$ cat src/rtl/bsg_tag_pkg.sv
// Shared types for the bsg_tag packet sender.
// Packet field bundle, start-bit value, sender state enum.
package bsg_tag_pkg;

  localparam int bsg_tag_max_lg_width_gp = 5;
  localparam int bsg_tag_max_lg_els_gp   = 8;
  localparam int bsg_tag_max_payload_gp  =
    (1 << bsg_tag_max_lg_width_gp) - 1;

  localparam logic bsg_tag_start_bit_gp = 1'b1;

  // Fields sized for the largest supported configuration.
  // Instances fill the low bits and leave the rest zero.
  typedef struct packed {
    logic [bsg_tag_max_lg_width_gp-1:0] len;
    logic                               data_not_reset;
    logic [bsg_tag_max_lg_els_gp-1:0]   nodeid;
    logic [bsg_tag_max_payload_gp-1:0]  payload;
  } bsg_tag_pkt_s;

  typedef enum logic [2:0] {
    e_idle,
    e_start,
    e_len,
    e_dnr,
    e_node,
    e_payload,
    e_mrst,
    e_gap
  } bsg_tag_send_state_e;

  function automatic int bsg_tag_max(int a, int b);
    return (a > b) ? a : b;
  endfunction

endpackage

$ cat src/rtl/bsg_counter_set_down.sv
// Loadable down-counter that saturates at zero.
// Ports: set_i/val_i load, down_i decrements, count_r_o current value.
module bsg_counter_set_down #(
  parameter int width_p = 8
) (
  input  logic               clk_i,
  input  logic               reset_i,
  input  logic               set_i,
  input  logic [width_p-1:0] val_i,
  input  logic               down_i,
  output logic [width_p-1:0] count_r_o
);

  logic [width_p-1:0] count_q, count_d;

  always_comb begin
    count_d = count_q;
    if (set_i)
      count_d = val_i;
    else if (down_i && (count_q != '0))
      count_d = count_q - width_p'(1);
  end

  always_ff @(posedge clk_i or posedge reset_i)
    if (reset_i) count_q <= '0;
    else         count_q <= count_d;

  assign count_r_o = count_q;

endmodule

$ cat src/rtl/bsg_tag_packet_sender.sv
// Serializes tag packets / master-reset runs onto tag_data_o, tag_en_o.
// Ports: v_i/ready_o command handshake, busy_o, registered serial outs.
module bsg_tag_packet_sender
  import bsg_tag_pkg::*;
#(
  parameter  int els_p        = 32,
  parameter  int lg_width_p   = 4,
  parameter  int gap_cycles_p = 4,
  parameter  int reset_len_p  = 64,
  localparam int lg_els_lp    = $clog2(els_p),
  localparam int pay_w_lp     = (1 << lg_width_p) - 1
) (
  input  logic                  clk_i,
  input  logic                  reset_i,
  input  logic                  v_i,
  output logic                  ready_o,
  input  logic                  master_reset_i,
  input  logic [lg_els_lp-1:0]  nodeid_i,
  input  logic                  data_not_reset_i,
  input  logic [lg_width_p-1:0] len_i,
  input  logic [pay_w_lp-1:0]   payload_i,
  output logic                  tag_data_o,
  output logic                  tag_en_o,
  output logic                  busy_o
);

  localparam int sh_w_lp  = bsg_tag_max_payload_gp;
  localparam int cnt_w_lp = $clog2(bsg_tag_max(
    bsg_tag_max(reset_len_p, gap_cycles_p),
    bsg_tag_max_payload_gp + 1));

  bsg_tag_send_state_e state_q, state_d;
  bsg_tag_pkt_s        cmd_q, cmd_d;
  logic [sh_w_lp-1:0]  shift_q, shift_d;
  logic                data_q, data_d;
  logic                en_q, en_d;
  logic [cnt_w_lp-1:0] cnt, cnt_ld;
  logic                field_entry;
  logic                accept;
  logic                last;
  logic                tx;

  assign ready_o = (state_q == e_idle);
  assign busy_o  = ~ready_o;
  assign accept  = v_i & ready_o;
  assign last    = (cnt == '0);

  bsg_counter_set_down #(
    .width_p(cnt_w_lp)
  ) field_cnt (
    .clk_i    (clk_i),
    .reset_i  (reset_i),
    .set_i    (field_entry),
    .val_i    (cnt_ld),
    .down_i   (1'b1),
    .count_r_o(cnt)
  );

  always_ff @(posedge clk_i or posedge reset_i)
    if (reset_i) state_q <= e_idle;
    else         state_q <= state_d;

  always_comb begin
    state_d = state_q;
    unique case (state_q)
      e_idle:    if (v_i)
                   state_d = master_reset_i ? e_mrst : e_start;
      e_start:   state_d = e_len;
      e_len:     if (last) state_d = e_dnr;
      e_dnr:     state_d = e_node;
      e_node:    if (last)
                   state_d = (cmd_q.len == '0) ? e_gap : e_payload;
      e_payload: if (last) state_d = e_gap;
      e_mrst:    if (last) state_d = e_gap;
      e_gap:     if (last) state_d = e_idle;
      default:   state_d = e_idle;
    endcase
  end

  // Outputs are computed from the state being entered so that the
  // registered tag pins line up with state_q.
  always_comb begin
    field_entry = (state_d != state_q);
    shift_d     = shift_q >> 1;
    cnt_ld      = '0;
    cmd_d       = cmd_q;
    if (accept) begin
      cmd_d = '0;
      cmd_d.len[lg_width_p-1:0]   = len_i;
      cmd_d.data_not_reset        = data_not_reset_i;
      cmd_d.nodeid[lg_els_lp-1:0] = nodeid_i;
      cmd_d.payload[pay_w_lp-1:0] = payload_i;
    end
    if (field_entry) begin
      unique case (state_d)
        e_start: begin
          shift_d = sh_w_lp'(bsg_tag_start_bit_gp);
        end
        e_len: begin
          shift_d = sh_w_lp'(cmd_q.len);
          cnt_ld  = cnt_w_lp'(lg_width_p - 1);
        end
        e_dnr: begin
          shift_d = sh_w_lp'(cmd_q.data_not_reset);
        end
        e_node: begin
          shift_d = sh_w_lp'(cmd_q.nodeid);
          cnt_ld  = cnt_w_lp'(lg_els_lp - 1);
        end
        e_payload: begin
          shift_d = cmd_q.payload;
          cnt_ld  = cnt_w_lp'(cmd_q.len) - cnt_w_lp'(1);
        end
        e_mrst: begin
          shift_d = '1;
          cnt_ld  = cnt_w_lp'(reset_len_p - 1);
        end
        e_gap: begin
          shift_d = '0;
          cnt_ld  = cnt_w_lp'(gap_cycles_p - 1);
        end
        default: begin
          shift_d = '0;
        end
      endcase
    end
    tx = (state_d != e_idle) && (state_d != e_gap);
    data_d = tx & ((state_d == e_mrst) | shift_d[0]);
    en_d   = tx;
  end

  always_ff @(posedge clk_i or posedge reset_i)
    if (reset_i) begin
      cmd_q   <= '0;
      shift_q <= '0;
      data_q  <= 1'b0;
      en_q    <= 1'b0;
    end else begin
      cmd_q   <= cmd_d;
      shift_q <= shift_d;
      data_q  <= data_d;
      en_q    <= en_d;
    end

  assign tag_data_o = data_q;
  assign tag_en_o   = en_q;

endmodule

$ cat config.mk
export PLATFORM = sky130hd
export DESIGN_NAME = bsg_tag_packet_sender
export DESIGN_NICKNAME = d
export VERILOG_FILES = /design/src/rtl/bsg_tag_pkg.sv /design/src/rtl/bsg_counter_set_down.sv /design/src/rtl/bsg_tag_packet_sender.sv
export SDC_FILE = /design/constraint.sdc
export NUM_CORES = 1
export LEC_CHECK = 0
export ABC_AREA = 1
export BUFFER_PORTS_ARGS = -buffer_cell sky130_fd_sc_hd__buf_2
export CAP_MARGIN = 5
export CORE_MARGIN = 4
export CORE_UTILIZATION = 35
export DETAILED_ROUTE_END_ITERATION = 16
export REMOVE_ABC_BUFFERS = 1
export SETUP_SLACK_MARGIN = 0.02
export SYNTH_ARGS = -nofsm -noshare
export SYNTH_HDL_FRONTEND = slang
export SYNTH_SLANG_ARGS = --single-unit
$ cat constraint.sdc
create_clock -name clk_i -period 5.16 [get_ports clk_i]
set_clock_uncertainty 0.2 [all_clocks]
set_input_delay 0.774 -clock clk_i [delete_from_list [all_inputs] [get_ports clk_i]]
set_output_delay 0.774 -clock clk_i [all_outputs]
set_load 0.03 [all_outputs]
==> results of run 1 <==
[state kept, by name, summed over array words and instances, names as in the netlist]
name                 flops
tag_en_o                 1
shift_q                 30
field_cnt.count_r_o      6
tag_data_o               1
cmd_q                   25
state_q                  3
[power breakdown]
group	switching, µW	internal [µW]	leakage, µW
Sequential	116	726	0.000830
Combinational	766	395	0.00101
Clock	190	283	0.000109
Total	1070	1400	0.00195
[stage by stage]
step | cell area (µm²) | setup slack [ns] | power [µW]
final | 3640 | 2.48 | 2480
after global routing | 3640 | 2.19 | 2740
after CTS | 3640 | 2.48 | 2510
after detailed placement | 3420 | 2.39 | 2030
after global placement | 3420 | 2.43 | 2000
after floorplan | 3110 | 2.53 | 1740
[path summary, 6_finish.rpt]
| check | startpoint | end | slack (ns) |
|---|---|---|---|
| worst max-delay path | field_cnt.count_r_o[0] | tag_data_o | 2.48 |
| worst min-delay path | shift_q[26] | shift_q[25] | 0.24 |
| worst max register to register | field_cnt.count_r_o[0] | tag_data_o | 2.48 |
| max in group asynchronous | reset_i | shift_q[4] | 3.77 |
| worst min register to register | shift_q[26] | shift_q[25] | 0.24 |
| min in group asynchronous | reset_i | shift_q[20] | 0.46 |
[cell type report]
type / instances / area [µm²] / share of cell area
sequential: 66 / 1650 / 0.454
clock buffer: 11 / 141 / 0.0389
inverter: 23 / 86.3 / 0.0237
timing repair buffer: 33 / 168 / 0.0461
tap: 108 / 135 / 0.0372
clock inverter: 5 / 77.6 / 0.0213
multi-input combinational: 250 / 1380 / 0.379
[worst min-delay path, delay by kind of cell (launching register included)]
| family | cells | cell delay, ns |
|---|---|---|
| flip-flops | 1 | 0.32 |
| AND/OR/NAND/NOR | 2 | 0.09 |
[synthesized netlist by cell type, drive strengths merged]
library cell / number / area (µm²)
nand3b: 2 / 15.0
xor2: 3 / 26.3
clkinv: 2 / 7.51
xnor2: 4 / 35.0
nand4: 5 / 31.3
inv: 21 / 78.8
dfrtp: 66 / 1650
nor3: 1 / 5.00
nand2: 134 / 541
o22ai: 1 / 6.26
nand3: 37 / 215
o21ai: 7 / 35.0
a31oi: 1 / 6.26
nor2: 19 / 123
buf: 12 / 76.3
mux2: 21 / 236
ha: 3 / 37.5
clkbuf: 2 / 7.51
a21oi: 12 / 63.8
[routing by layer]
metal | share of wire | track usage | vias up | routed length, µm
met5 | 0 | 0 | - | 0
met4 | 0.018 | 0.0627 | 0 | 114
met3 | 0.031 | 0.0243 | 10 | 192
met2 | 0.48 | 0.203 | 39 | 2940
met1 | 0.47 | 0.167 | 1123 | 2930
li1 | - | - | 1193 | -
[kinds of logic after synthesis]
logic type	after synthesis
buf+inv	37
compound gates	21
mux	21
xor+xnor	7
flops	66
simple gates	198
fa+ha+maj	3
==> impl_metrics.env, run 1 <==
export IMPL_synth_simple_area_share=0.291
export IMPL_wl_per_cell_um=12.4
export IMPL_cts_tree="done"
export IMPL_clock_latency_ns=0.35
export IMPL_reg2regPathDepth=13
export IMPL_mostFrequentLayoutCells="125 x nand2_1, 66 x dfrtp_1, 34 x nand3_1, 32 x buf_2, 21 x mux2_2"
export IMPL_cts_made_buffers=9
export IMPL_slew_violations=0
export IMPL_netlist_area_mm2=0.00320
export IMPL_ys_warn_count=0
export IMPL_die_w_um=104
export IMPL_dieHeight_um=104
export IMPL_synthAdderAreaFrac=0.0117
export IMPL_max_freq_ghz=0.373
export IMPL_clk_path_buf_depth=2
export IMPL_drive_gt1_frac=0.242
export IMPL_avgSynthCellArea_um2=9.06
export IMPL_first_iter_violations=114
export IMPL_rows=34
export IMPL_irDropWorstVdd_mv=0.294
export IMPL_cp_cell_sequence="inv_1, ha_1, nand3_4, a21oi_2, nand2_2, nand2_1, nand2_1, nand2_1, nand3b_1, nand2_1, inv_1, nand2_1, nand2_1"
export IMPL_synth_seq_cells=66
export IMPL_crit_slowest_cell="nand2_1"
export IMPL_hold_slack_ns=0.238
export IMPL_yosysUniqueCellTypes=30
export IMPL_fin_util=0.413
export IMPL_critPathKind="reg2reg"
export IMPL_cts_sinks=66
export IMPL_relSlewSlack=0.282
export IMPL_run_status="finished clean"
export IMPL_syn_inst=353
export IMPL_cap_viol_max_count=0
export IMPL_ant_nets=0
export IMPL_power_density_mw_per_mm2=681
export IMPL_worstMarginPinSlew_ns=1.07
export IMPL_cts_resized_gates=0
export IMPL_final_fill_count=870
export IMPL_clockRootBuffer="clkbuf_8"
export IMPL_crit_path_start_kind="flop"
export IMPL_ctsHoldBuffers=0
export IMPL_crit_arrival_ns=2.72
export IMPL_gr_total_overflow=0
export IMPL_crit_buf_inv=2
export IMPL_hold_violations=0
export IMPL_ios=33
export IMPL_die_area_mm2=0.0107
export IMPL_grt_start_max_net_pins=67
export IMPL_grt_pass1_vias=2418
export IMPL_n_antenna_cell=0
export IMPL_antenna_found_initial=0
export IMPL_grt_pass1_wl_mm=11.2
export IMPL_drc=0
export IMPL_cts_post_setup_buffers_inserted=0
export IMPL_p_leak_uw=0.00195
export IMPL_viasPerCell=4.77
export IMPL_synthMuxAreaShare=0.0739
export IMPL_hold_depth=2
export IMPL_cp_required_ns=5.20
export IMPL_crit_path_end_kind="flop"
export IMPL_area_growth_pct=13.7
export IMPL_mostFrequentLayoutCell="nand2_1"
export IMPL_synth_compound_area_frac=0.0348
export IMPL_start_util=0.363
export IMPL_via_count=2365
export IMPL_crit_fanout=24
export IMPL_post_route_period_util=0.519
export IMPL_crit_cells=13
export IMPL_synthXorXnorAreaFrac=0.0192
export IMPL_crit_top_cell="nand2_1"
export IMPL_crit_family="simple AND/OR/NAND/NOR gates"
export IMPL_gp_congestion=0.810
export IMPL_finalSetupViolCount=0
export IMPL_h_tree_depth=3
export IMPL_path_clk_slew_ns=0.07
export IMPL_cp_slowest_stage_delay_ns=0.46
export IMPL_final_nets=415
export IMPL_io_buffers=32
export IMPL_wl_mm=6.17
export IMPL_final_cells=496
export IMPL_period_needed_ns=2.68
export IMPL_min_path_type="reg2reg"
export IMPL_hpwlAfterDp_mm=4.31
export IMPL_dr_pass1_iters=4
export IMPL_finalSetupTns_ns=0
export IMPL_synth_top_family_by_area="simple AND/OR/NAND/NOR gates"
export IMPL_seq_area_frac_synth=0.516
export IMPL_rsz0062_at_grt="false"
export IMPL_core_mm2=0.00881
export IMPL_dp_cells=480
export IMPL_track_usage=0.128
No activity file was read; power rests on OpenSTA's default activity.
==> run 2: changes to the inputs <==
clock period = 2.45 ns   (was 5.16 ns; I/O delays follow)
==> impl_metrics.env, run 2 (synthesis gave the netlist of run 1 again) <==
export IMPL_core_mm2=0.00881
export IMPL_cp_cell_sequence="inv_1, ha_2, nand3_4, a21oi_2, nand2_2, nand3_4, nand2_2, nand2_2, nand2_4, buf_4, nand2_1, inv_1, nand2_1, nand2_1"
export IMPL_crit_arrival_ns=2.30
export IMPL_setup_ws_ns=0.182
export IMPL_drive_gt1_frac=0.266
export IMPL_regArea_mm2=0.00165
export IMPL_power_density_mw_per_mm2=1460
export IMPL_gp_congestion=0.779
export IMPL_clock_latency_ns=0.34
export IMPL_finalSetupViolCount=0
export IMPL_grt_start_max_net_pins=30
export IMPL_n_antenna_cell=0
export IMPL_worstMarginPinSlew_ns=0.538
export IMPL_die_area_mm2=0.0107
export IMPL_irDropWorstVdd_mv=0.633
export IMPL_preCtsSetupSlack_ns=0.104
export IMPL_fin_util=0.427
export IMPL_hold_depth=2
export IMPL_final_fill_count=845
export IMPL_hold_violations=0
export IMPL_largest_register_ff_count=30
export IMPL_ant_nets=0
export IMPL_r2r_slack_ns=0.18
export IMPL_crit_path_end_kind="flop"
export IMPL_crit_buf_inv=3
export IMPL_start_util=0.363
export IMPL_ios=33
export IMPL_critPathKind="reg2reg"
export IMPL_cp_required_ns=2.48
export IMPL_worst_r2r_startpoint="field_cnt.count_r_o[0]"
export IMPL_multi_input_area_mm2=0.00138
export IMPL_min_path_type="in2reg"
export IMPL_io_buffers=32
export IMPL_die_w_um=104
export IMPL_final_nets=426
export IMPL_cts_tree="done"
export IMPL_dr_pass1_iters=4
export IMPL_viasPerCell=4.69
export IMPL_via_count=2378
export IMPL_grt_pass1_wl_mm=10.8
export IMPL_cp_slowest_stage_delay_ns=0.39
export IMPL_slew_violations=0
export IMPL_post_route_period_util=0.926
export IMPL_rsz0062_at_grt="false"
export IMPL_top_register="shift_q"
export IMPL_mostFrequentLayoutCell="nand2_1"
export IMPL_wl_per_cell_um=12.2
export IMPL_area_growth_pct=17.5
export IMPL_crit_fanout=12
export IMPL_crit_slowest_cell="dfrtp_1"
export IMPL_hold_slack_ns=0.0507
export IMPL_hpwlAfterDp_mm=4.57
export IMPL_grt_pass1_vias=2343
export IMPL_path_clk_slew_ns=0.08
export IMPL_first_iter_violations=83
export IMPL_max_freq_ghz=0.441
export IMPL_crit_path_start_kind="flop"
export IMPL_drc=0
export IMPL_power_uw=5480
export IMPL_crit_family="simple AND/OR/NAND/NOR gates"
export IMPL_track_usage=0.123
export IMPL_hold_start="payload_i[14]"
export IMPL_dieHeight_um=104
export IMPL_clockRootBuffer="clkbuf_8"
export IMPL_wl_mm=6.21
export IMPL_cts_post_setup_buffers_inserted=0
export IMPL_run_status="finished clean"
export IMPL_finalSetupTns_ns=0
export IMPL_cap_viol_max_count=0
export IMPL_antenna_found_initial=0
export IMPL_h_tree_depth=3
export IMPL_gr_total_overflow=0
export IMPL_relSlewSlack=0.641
export IMPL_cts_sinks=66
export IMPL_cts_made_buffers=9
export IMPL_clk_path_buf_depth=2
export IMPL_rows=34
export IMPL_mostFrequentLayoutCells="125 x nand2_1, 66 x dfrtp_1, 34 x nand3_1, 32 x buf_2, 21 x mux2_2"
export IMPL_hold_path_endpoint="cmd_q[14]"
export IMPL_reg2reg_to="tag_data_o"
export IMPL_period_needed_ns=2.27
export IMPL_p_leak_uw=0.00201
export IMPL_reg2regPathDepth=14
-- run 2: changes by cell type in the layout (fill, tap and decap cells not counted), sizes merged --
| cell | previous run | this run |
|---|---|---|
| inv | 21 | 23 |
| dlygate4sd3 | 0 | 1 |
| buf | 33 | 43 |
| clkbuf | 11 | 9 |
-- run 2: final cells by class --
type | instances | share of cell area
clock buffers | 9 | 0.0330
clock inverters | 7 | 0.0270
inverters | 23 | 0.0236
multi-input cells | 250 | 0.367
flip-flops and latches | 66 | 0.440
well taps | 108 | 0.0360
repair buffers | 44 | 0.0739
-- run 2: power breakdown --
group	switching, µW	total (µW)	internal (µW)	leakage [µW]
clock network	441	1020	583	0.000112
logic	1680	2680	1000	0.00107
registers	243	1770	1530	0.000830
total	2360	5480	3120	0.00201
-- run 2: per-stage QoR --
step / instance area, µm² / instances
final: 3760 / 507
after global routing: 3760 / 507
after CTS: 3750 / 507
after detailed placement: 3520 / 490
after global placement: 3520 / 490
after floorplan: 3110 / 339
-- run 2: worst max path at each step --
stage,to,slack [ns],startpoint,depth (start not counted)
floorplan,cmd_q[0],0.23,reset_i,1
global placement,field_cnt.count_r_o[0],0.17,field_cnt.count_r_o[0],13
detailed placement,shift_q[13],0.10,field_cnt.count_r_o[0],13
CTS,field_cnt.count_r_o[0],0.08,field_cnt.count_r_o[0],13
global route,tag_data_o,0.03,field_cnt.count_r_o[0],14
finish,tag_data_o,0.18,field_cnt.count_r_o[0],14
-- run 2: metal layers --
metal | wire length, µm | vias up | GRT usage
li1 | - | 1218 | -
met2 | 3090 | 25 | 0.199
met3 | 173 | 6 | 0.0236
met5 | 0 | - | 0
met1 | 2880 | 1129 | 0.161
met4 | 63 | 0 | 0.0513
-- run 2: what timing repair did --
item,4_1_cts,5_1_grt
hold endpoints to repair,23,0
gates resized for setup,0,2
hold buffers,1,0
setup endpoints to repair,0,22
==> run 3: changes to the inputs <==
BUFFER_PORTS_ARGS = unset   (was -buffer_cell sky130_fd_sc_hd__buf_2)
DONT_BUFFER_PORTS = 1   (was unset)
PLACE_DENSITY = 0.62   (was unset)
RECOVER_POWER = 25   (was unset)
==> impl_metrics.env, run 3 (synthesis gave the netlist of run 1 again) <==
export IMPL_critPathKind="reg2reg"
export IMPL_core_mm2=0.00881
export IMPL_min_path_type="in2reg"
export IMPL_n_antenna_cell=0
export IMPL_clk_path_buf_depth=2
export IMPL_start_util=0.363
export IMPL_clock_latency_ns=0.35
export IMPL_p_int_uw=2880
export IMPL_h_tree_depth=3
export IMPL_pwr_share_comb=0.499
export IMPL_crit_slowest_cell="dfrtp_1"
export IMPL_via_count=2379
export IMPL_cp_slowest_stage_delay_ns=0.39
export IMPL_ios=33
export IMPL_finalSetupViolCount=0
export IMPL_period_needed_ns=2.22
export IMPL_reg2regPathDepth=13
export IMPL_clockRootBuffer="clkbuf_8"
export IMPL_drc=0
export IMPL_path_clk_slew_ns=0.07
export IMPL_antenna_found_initial=0
export IMPL_crit_path_start_kind="flop"
export IMPL_crit_arrival_ns=2.29
export IMPL_irDropWorstVdd_mv=0.787
export IMPL_setup_worst_path_end="field_cnt.count_r_o[4]"
export IMPL_post_route_period_util=0.908
export IMPL_mostFrequentLayoutCells="125 x nand2_1, 66 x dfrtp_1, 34 x nand3_1, 24 x dlygate4sd3_1, 21 x mux2_2"
export IMPL_area_growth_pct=17.3
export IMPL_grt_pass1_wl_mm=10.6
export IMPL_crit_top_cell="nand2_2"
export IMPL_p_sw_uw=2350
export IMPL_relSlewSlack=0.425
export IMPL_cts_made_buffers=9
export IMPL_hold_slack_ns=0.0185
export IMPL_track_usage=0.121
export IMPL_run_status="finished clean"
export IMPL_viasPerCell=4.81
export IMPL_first_iter_violations=112
export IMPL_crit_buf_inv=3
export IMPL_largest_register_ff_count=30
export IMPL_top_register="shift_q"
export IMPL_crit_fanout=18
export IMPL_worstMarginPinSlew_ns=0.862
export IMPL_hpwlAfterDp_mm=4.28
export IMPL_reg2reg_to="field_cnt.count_r_o[4]"
export IMPL_pwr_share_seq=0.344
export IMPL_power_density_mw_per_mm2=1400
export IMPL_r2r_slack_ns=0.23
export IMPL_max_freq_ghz=0.450
export IMPL_cts_tree="done"
export IMPL_die_area_mm2=0.0107
export IMPL_io_buffers=0
export IMPL_cap_viol_max_count=0
export IMPL_dr_pass1_iters=4
export IMPL_die_w_um=104
export IMPL_cp_cell_sequence="inv_1, ha_2, nand3_4, clkinv_1, nand2_1, nand2_2, nand3_4, nand2_2, nand2_2, nand2_4, buf_4, nand2_1, a21oi_1"
export IMPL_power_uw=5230
export IMPL_p_leak_uw=0.00195
export IMPL_mostFrequentLayoutCell="nand2_1"
export IMPL_crit_cells=13
export IMPL_grt_start_max_net_pins=36
export IMPL_dieHeight_um=104
export IMPL_ant_nets=0
export IMPL_cp_startpoint="field_cnt.count_r_o[0]"
export IMPL_slew_violations=0
export IMPL_cts_sinks=66
export IMPL_sw_frac_of_total=0.449
export IMPL_crit_path_end_kind="flop"
export IMPL_finalSetupTns_ns=0
export IMPL_crit_family="simple AND/OR/NAND/NOR gates"
export IMPL_wl_per_cell_um=12.7
export IMPL_gr_total_overflow=0
export IMPL_hold_violations=0
export IMPL_worst_r2r_startpoint="field_cnt.count_r_o[0]"
export IMPL_cp_required_ns=2.52
export IMPL_drive_gt1_frac=0.181
export IMPL_grt_pass1_vias=2280
export IMPL_final_nets=414
export IMPL_gp_congestion=0.776
export IMPL_final_fill_count=864
export IMPL_wl_mm=6.30
export IMPL_rows=34
export IMPL_p_clk_frac=0.157
export IMPL_rsz0062_at_grt="false"
-- run 3: layer usage --
metal / global-route usage / vias to the layer above / part of all wire
li1: - / 1188 / -
met4: 0.0494 / 0 / 0.019
met1: 0.148 / 1130 / 0.44
met3: 0.0305 / 10 / 0.047
met2: 0.204 / 51 / 0.49
met5: 0 / - / 0
-- run 3: worst register-to-register path: cells and delay by family (launching register included) --
family	cells	cell delay (ns)
adder cells (fa/ha/maj)	1	0.24
AND/OR/NAND/NOR	8	0.83
AO/OA/AOI/OAI	1	0.12
flip-flops	1	0.39
buffers and inverters	3	0.37
-- run 3: area by class of cell --
cell class | count | area [µm²] | area share
flip-flops and latches | 66 | 1650 | 0.440
clock inverters | 6 | 40.0 | 0.0107
inverters | 23 | 86.3 | 0.0230
clock buffers | 10 | 138 | 0.0367
multi-input cells | 250 | 1380 | 0.368
well taps | 108 | 135 | 0.0360
repair buffers | 32 | 320 | 0.0854
-- run 3: timing repair --
| action | CTS | global route |
|---|---|---|
| gates resized for setup | 0 | 1 |
| hold buffers | 24 | 0 |
| setup endpoints to repair | 0 | 5 |
| hold endpoints to repair | 89 | 0 |
| buffers inserted | 0 | 0 |
-- run 3: through the flow --
| step | util | std cells | setup WS, ns | area [µm²] |
|---|---|---|---|---|
| floorplan | - | 339 | 0.228 | 3110 |
| global placement | 0.379 | 455 | 0.289 | 3330 |
| detailed placement | 0.379 | 455 | 0.195 | 3330 |
| CTS | 0.426 | 495 | 0.184 | 3750 |
| global route | 0.426 | 495 | 0.0302 | 3750 |
| finish | 0.426 | 495 | 0.225 | 3750 |
-- run 3: how the worst min path moves through the flow --
stage                   to  slack [ns]   startpoint  depth (start not counted)
5_1_grt          cmd_q[40]        0.04     len_i[0]                          2
3_3_place_gp   shift_q[15]       -0.04      reset_i                          1
4_1_cts          cmd_q[42]       0.006     len_i[2]                          2
2_1_floorplan  shift_q[10]        0.22  shift_q[11]                          2
3_5_place_dp   shift_q[15]       -0.04      reset_i                          1
6_report         cmd_q[42]        0.02     len_i[2]                          2
-- run 3: power groups by stage --
stage / combinational [µW] / clock (µW) / sequential (µW)
floorplan: 1920 / 0 / 1760
global placement: 2510 / 0 / 1820
detailed placement: 2560 / 0 / 1820
CTS: 2610 / 850 / 1800
global route: 2950 / 894 / 1840
finish: 2610 / 821 / 1800
